$ cat config.mk
export PLATFORM = sky130hd
export DESIGN_NAME = reg_wr_arbiter
export DESIGN_NICKNAME = d
export VERILOG_FILES = /design/src/rtl/legv8_pkg.sv /design/src/rtl/reg_scoreboard.sv /design/src/rtl/reg_wr_arbiter.sv
export SDC_FILE = /design/constraint.sdc
export NUM_CORES = 1
export LEC_CHECK = 0
export ABC_AREA = 1
export CAP_MARGIN = 20
export CORE_ASPECT_RATIO = 1.2
export CORE_MARGIN = 1.5
export CORE_UTILIZATION = 45
export DETAILED_ROUTE_END_ITERATION = 6
export MAX_ROUTING_LAYER = met4
export PLACE_DENSITY_LB_ADDON = 0.3
export SYNTH_ARGS = -nofsm -noshare
export SYNTH_HDL_FRONTEND = slang
export SYNTH_SLANG_ARGS = --single-unit
$ cat constraint.sdc
create_clock -name CLK -period 2.5 [get_ports CLK]
set_input_delay 0.25 -clock CLK [delete_from_list [all_inputs] [get_ports CLK]]
set_output_delay 0.25 -clock CLK [all_outputs]
set_load 0.1 [all_outputs]
$ cat src/rtl/legv8_pkg.sv
// Shared LEGv8 register-file widths, the zero-register index and the writeback grant encoding.
// Latency: none; this file holds types and constants only.
// Backpressure: none; this file holds types and constants only.
package legv8_pkg;

  localparam int XLEN   = 64;
  localparam int REG_AW = 5;

  // X31 reads as zero in this datapath, so writes to it are dropped.
  localparam logic [REG_AW-1:0] XZR_IDX = 5'd31;

  // Which writeback source owns the register-file write port this cycle.
  typedef enum logic [1:0] {
    GNT_NONE,
    GNT_ALU,
    GNT_LD
  } gnt_e;

endpackage

$ cat src/rtl/reg_scoreboard.sv
// Pending-write scoreboard for the register file, plus the read-after-write stall compare for decode.
// Latency: set/clear seen on PENDING the cycle after the edge; stall is combinational.
// Backpressure: none of its own; stall is the backpressure it produces toward decode.
module reg_scoreboard
  import legv8_pkg::*;
(
  input  logic              CLK,
  input  logic              RST_N,
  input  logic              iss_vld,
  input  logic [REG_AW-1:0] iss_reg,
  input  logic              clr_vld,
  input  logic [REG_AW-1:0] clr_reg,
  input  logic              wr_vld,
  input  logic [REG_AW-1:0] wr_reg,
  input  logic [REG_AW-1:0] chk_reg1,
  input  logic [REG_AW-1:0] chk_reg2,
  output logic [31:0]       pending,
  output logic              stall
);

  logic [31:0] pending_d;
  logic [31:0] pending_q;

  // Clear the granted destination first, then set the issuing one so a newer producer stays outstanding.
  always_comb begin
    pending_d = pending_q;
    if (clr_vld) begin
      pending_d[clr_reg] = 1'b0;
    end
    if (iss_vld && (iss_reg != XZR_IDX)) begin
      pending_d[iss_reg] = 1'b1;
    end
  end

  // Scoreboard state register.
  always_ff @(posedge CLK or negedge RST_N) begin
    if (!RST_N) begin
      pending_q <= '0;
    end else begin
      pending_q <= pending_d;
    end
  end

  // Stall a source that is outstanding, or that is being written this cycle while the file still returns old data.
  always_comb begin
    stall = 1'b0;
    if ((chk_reg1 != XZR_IDX) && (pending_q[chk_reg1] || (wr_vld && (wr_reg == chk_reg1)))) begin
      stall = 1'b1;
    end
    if ((chk_reg2 != XZR_IDX) && (pending_q[chk_reg2] || (wr_vld && (wr_reg == chk_reg2)))) begin
      stall = 1'b1;
    end
  end

  assign pending = pending_q;

endmodule

$ cat src/rtl/reg_wr_arbiter.sv
// Arbitrates ALU and load writebacks onto the single register-file write port; ALU has priority, loads have a starvation guard.
// Latency: the accept edge drives REG_WRITE/WR_REG/WR_DATA for exactly the next cycle.
// Backpressure: combinational READY goes only to the winner; a loser holds VALID/REG/DATA until it is accepted.
module reg_wr_arbiter
  import legv8_pkg::*;
#(
  parameter int unsigned STARVE_MAX = 3
) (
  input  logic              CLK,
  input  logic              RST_N,
  input  logic              ISS_VALID,
  input  logic [REG_AW-1:0] ISS_REG,
  input  logic              ALU_VALID,
  output logic              ALU_READY,
  input  logic [REG_AW-1:0] ALU_REG,
  input  logic [XLEN-1:0]   ALU_DATA,
  input  logic              LD_VALID,
  output logic              LD_READY,
  input  logic [REG_AW-1:0] LD_REG,
  input  logic [XLEN-1:0]   LD_DATA,
  output logic              REG_WRITE,
  output logic [REG_AW-1:0] WR_REG,
  output logic [XLEN-1:0]   WR_DATA,
  input  logic [REG_AW-1:0] CHK_REG1,
  input  logic [REG_AW-1:0] CHK_REG2,
  output logic              STALL,
  output logic [31:0]       PENDING
);

  localparam logic [3:0] STARVE_LIM = 4'(STARVE_MAX);

  gnt_e              gnt;
  logic [REG_AW-1:0] win_reg;
  logic [XLEN-1:0]   win_data;

  logic [3:0]        starve_cnt_d, starve_cnt_q;
  logic              reg_write_d, reg_write_q;
  logic [REG_AW-1:0] wr_reg_d, wr_reg_q;
  logic [XLEN-1:0]   wr_data_d, wr_data_q;

  // Pick at most one winner: a starved load first, then the ALU, then any load; nobody while in reset.
  always_comb begin
    gnt = GNT_NONE;
    if (!RST_N) begin
      gnt = GNT_NONE;
    end else if (LD_VALID && (starve_cnt_q >= STARVE_LIM)) begin
      gnt = GNT_LD;
    end else if (ALU_VALID) begin
      gnt = GNT_ALU;
    end else if (LD_VALID) begin
      gnt = GNT_LD;
    end
  end

  // Route the winner's destination and data toward the output register and scoreboard clear.
  always_comb begin
    win_reg  = ALU_REG;
    win_data = ALU_DATA;
    if (gnt == GNT_LD) begin
      win_reg  = LD_REG;
      win_data = LD_DATA;
    end
  end

  // Next state: count consecutive load losses, and latch the winner into the write-port register.
  always_comb begin
    starve_cnt_d = 4'd0;
    if (LD_VALID && (gnt != GNT_LD)) begin
      starve_cnt_d = (starve_cnt_q == 4'hF) ? 4'hF : starve_cnt_q + 4'd1;
    end
    reg_write_d = 1'b0;
    wr_reg_d    = wr_reg_q;
    wr_data_d   = wr_data_q;
    if (gnt != GNT_NONE) begin
      wr_reg_d    = win_reg;
      wr_data_d   = win_data;
      reg_write_d = (win_reg != XZR_IDX);
    end
  end

  // Starve counter and write-port register.
  always_ff @(posedge CLK or negedge RST_N) begin
    if (!RST_N) begin
      starve_cnt_q <= 4'd0;
      reg_write_q  <= 1'b0;
      wr_reg_q     <= '0;
      wr_data_q    <= '0;
    end else begin
      starve_cnt_q <= starve_cnt_d;
      reg_write_q  <= reg_write_d;
      wr_reg_q     <= wr_reg_d;
      wr_data_q    <= wr_data_d;
    end
  end

  assign ALU_READY = (gnt == GNT_ALU);
  assign LD_READY  = (gnt == GNT_LD);
  assign REG_WRITE = reg_write_q;
  assign WR_REG    = wr_reg_q;
  assign WR_DATA   = wr_data_q;

  reg_scoreboard u_scoreboard (
    .CLK      (CLK),
    .RST_N    (RST_N),
    .iss_vld  (ISS_VALID),
    .iss_reg  (ISS_REG),
    .clr_vld  (gnt != GNT_NONE),
    .clr_reg  (win_reg),
    .wr_vld   (reg_write_q),
    .wr_reg   (wr_reg_q),
    .chk_reg1 (CHK_REG1),
    .chk_reg2 (CHK_REG2),
    .pending  (PENDING),
    .stall    (STALL)
  );

endmodule

==> flow_metrics.py <==
metrics = {
    "outcome": {
        "status": "finished clean",
    },
    "timing": {
        "final_max_slew_viol_count": 0,
        "hold_viol_final": 0,
        "finalCritPeriodShare_pct": 90.48,
        "fin_skew_ns": 0.009882,
        "worst_slew_pin_slew_ns": 0.7576,
        "finalSetupViolCount": 0,
        "finalSetupTns_ns": 0,
        "max_freq_ghz": 0.4421,
        "rsz0062_at_grt": "no",
        "layout_min_cycle_time_ns": 2.262,
        "slew_headroom_pct": 49.49,
    },
    "floorplanning": {
        "core_mm2": 0.01256,
        "die-area_mm2": 0.01343,
        "die_x_um": 106.1,
        "die_h_um": 126.7,
        "io_pins": 263,
        "start_util_pct": 45.68,
        "fp-row-count": 45,
    },
    "worst_setup_path": {
        "worstPathRequired_ns": 2.25,
        "crit_slowest_cell": "dfrtp_1",
        "worstPathArrival_ns": 2.01,
        "r2r_start": "starve_cnt_q[0]",
        "end_kind": "output pin",
        "cp_cell_sequence": "ha_1, nor3_2, nand2_2, nand2_4, inv_2, buf_4, buf_12",
        "setup.worst_path.start": "starve_cnt_q[0]",
        "critPathMaxFanout": 15,
        "path_class": "reg2out",
        "max_stage_delay_ns": 0.40,
        "startpoint_type": "flop",
    },
    "logic_synthesis": {
        "synth_top_family_by_area": "simple AND/OR/NAND/NOR gates",
        "synth.area.mux_share_pct": 0,
        "ys_types": 33,
        "synth_cells": 787,
        "avgSynthCellArea_um2": 7.288,
        "synth-simple-area-share_pct": 39.64,
        "syn_area_mm2": 0.005736,
        "synth_fa_ha_area_share_pct": 0.2182,
        "yosys.area.top_type": "dfrtp_1",
        "synthesis.yosys.warnings": 0,
        "yosys.cell_count.top_type": "nand2_1",
        "yosys_most_used_dff": "dfrtp_1",
        "synthArstFlopShare_pct": 100.0,
        "synth_area_leaders": "dfrtp_1, nand2_1, nand3_1",
        "synth_common_cells": "nand2_1, nand3_1, dfrtp_1, inv_1, o21ai_1",
        "synth_compound_area_share_pct": 6.414,
        "synth_top_cell_area_share_pct": 46.25,
        "synth-seq-area-share_pct": 46.25,
        "synth_nets": 946,
        "synth-edff-count": 0,
        "synth_xor_area_share_pct": 0.1527,
        "synth_seq_cells": 106,
    },
    "clocking": {
        "cts_resized": 0,
        "hold_buffers": 1,
        "cts_tree": "done",
        "clk_pin_slew_ns": 0.08,
        "post_cts_buffers": 0,
        "cts_buffers": 9,
        "h-tree-depth": 3,
        "clockRootBuffer": "clkbuf_16",
        "clock_latency_ns": 0.35,
        "clockBufferDepth": 2,
        "cts_sinks": 106,
    },
    "power_and_ir_drop": {
        "vdd_drop_max_uv": 560.5,
        "p_leak_nw": 4.224,
        "p_per_area_mw_per_mm2": 953.9,
        "total_power_mw": 8.178,
    },
    "grt": {
        "use_met3_pct": 6.578,
        "grt_pass1_vias": 5848,
        "grt.met1_usage_pct": 36.36,
        "top_usage_layer": "met2",
        "gr-usage-met2_pct": 52.29,
        "overflow": 0,
        "grt_max_degree": 66,
        "antenna_found_initial": 0,
        "grtUsageTotal_pct": 30.80,
        "grt_pass1_wl_um": 31020,
    },
    "placement": {
        "place_hpwl_um": 15240,
        "io_buffers": 262,
        "gp_congestion": 0.8893,
    },
    "run": {
        "drv_cap": 0,
    },
    "cells_and_area": {
        "drive_gt1_share_pct": 16.03,
        "areaGrowthSynthToFinish_pct": 49.48,
        "n_antenna_cell": 0,
        "nets": 1202,
    },
    "min_path": {
        "hp-class": "in2async",
    },
    "routing": {
        "routed_wl_um": 19730,
        "drt_iter0_markers": 454,
        "drt-pass1-iter-count": 5,
        "post_drt_via_cell_ratio": 5.030,
        "wl_per_cell_um": 16.28,
        "drt.antenna.violating_nets": 0,
        "drc": 0,
        "vias": 6096,
    },
}
[area by class of cell]
| type | instances | area, um2 |
|---|---|---|
| Timing Repair Buffer | 276 | 2515 |
| Clock inverter | 4 | 31.28 |
| Fill cell | 1064 | 3983 |
| Multi-Input combinational cell | 586 | 2663 |
| Sequential cell | 106 | 2653 |
| Tap cell | 164 | 205.2 |
| Inverter | 64 | 240.2 |
| Clock buffer | 12 | 266.5 |
[final timing paths]
kind                                     to  slack (ns)  cells after the start
worst max-delay path               LD_READY        0.24                      7
worst min-delay path            WR_DATA[28]        0.28                      2
worst max register to register  WR_DATA[45]        0.27                      9
worst min register to register  WR_DATA[48]        0.48                      2
max in group asynchronous         WR_REG[1]        0.67                      4
min in group CLK                WR_DATA[29]        0.46                      3
[through the flow]
step / hold WS [ns] / instances / util (%) / instance area (um2) / setup slack [ns]
2_1_floorplan: -0.04559 / 787 / - / 5736 / 0.05476
5_1_grt: 0.2748 / 1212 / 68.28 / 8573 / 0.09606
4_1_cts: 0.2569 / 1212 / 68.28 / 8573 / 0.2308
3_5_place_dp: 0.08284 / 1195 / 65.83 / 8265 / 0.2741
6_report: 0.2751 / 1212 / 68.28 / 8573 / 0.2379
3_3_place_gp: 0.08405 / 1195 / 65.83 / 8265 / 0.2956
[routing by layer]
metal / routed length (um) / part of all wire (%)
met5: 0 / 0
met4: 529 / 2.7
met3: 1302 / 6.6
met2: 10170 / 52
met1: 7727 / 39
[worst max-delay path, delay by kind of cell, from the launching register on]
kind	cells	cell delay, ns
and+or+nand+nor	3	0.49
DFF	1	0.40
buffers and inverters	3	0.52
adders and majority gates	1	0.24
[sequential cells by signal (all words and copies together), names as in the netlist]
name and cells:
REG_WRITE 1, WR_DATA 64, starve_cnt_q 4, u_scoreboard.pending 32
WR_REG 5
[cells in the final DEF, fill, tap and decap left out, types with 4 or more instances in the layout]
cell / n
buf_12: 4
nand3_1: 128
nand2_1: 346
o21ai_0: 5
nor2_1: 20
clkdlybuf4s50_1: 156
o21ai_1: 31
nand2_2: 11
inv_1: 61
dfrtp_1: 106
clkbuf_16: 9
nand3_2: 7
a21oi_1: 5
o22ai_1: 7
buf_4: 115
[report_power, final]
part	total, mW	internal (mW)	switching, mW
clock network	1.43	0.769	0.663
registers	2.36	2.06	0.300
logic	4.39	0.973	3.42
[logic make-up (layout without fill, tap and decap cells)]
family                     Yosys count  count (layout)
AOI/OAI and AO/OA                   60              60
xor gates and xnor gates             1               1
adders and majority gates            1               1
buffers and inverters               95             356
DFF                                106             106
and+or+nand+nor                    524             524
No activity file was read; power rests on OpenSTA's default activity.
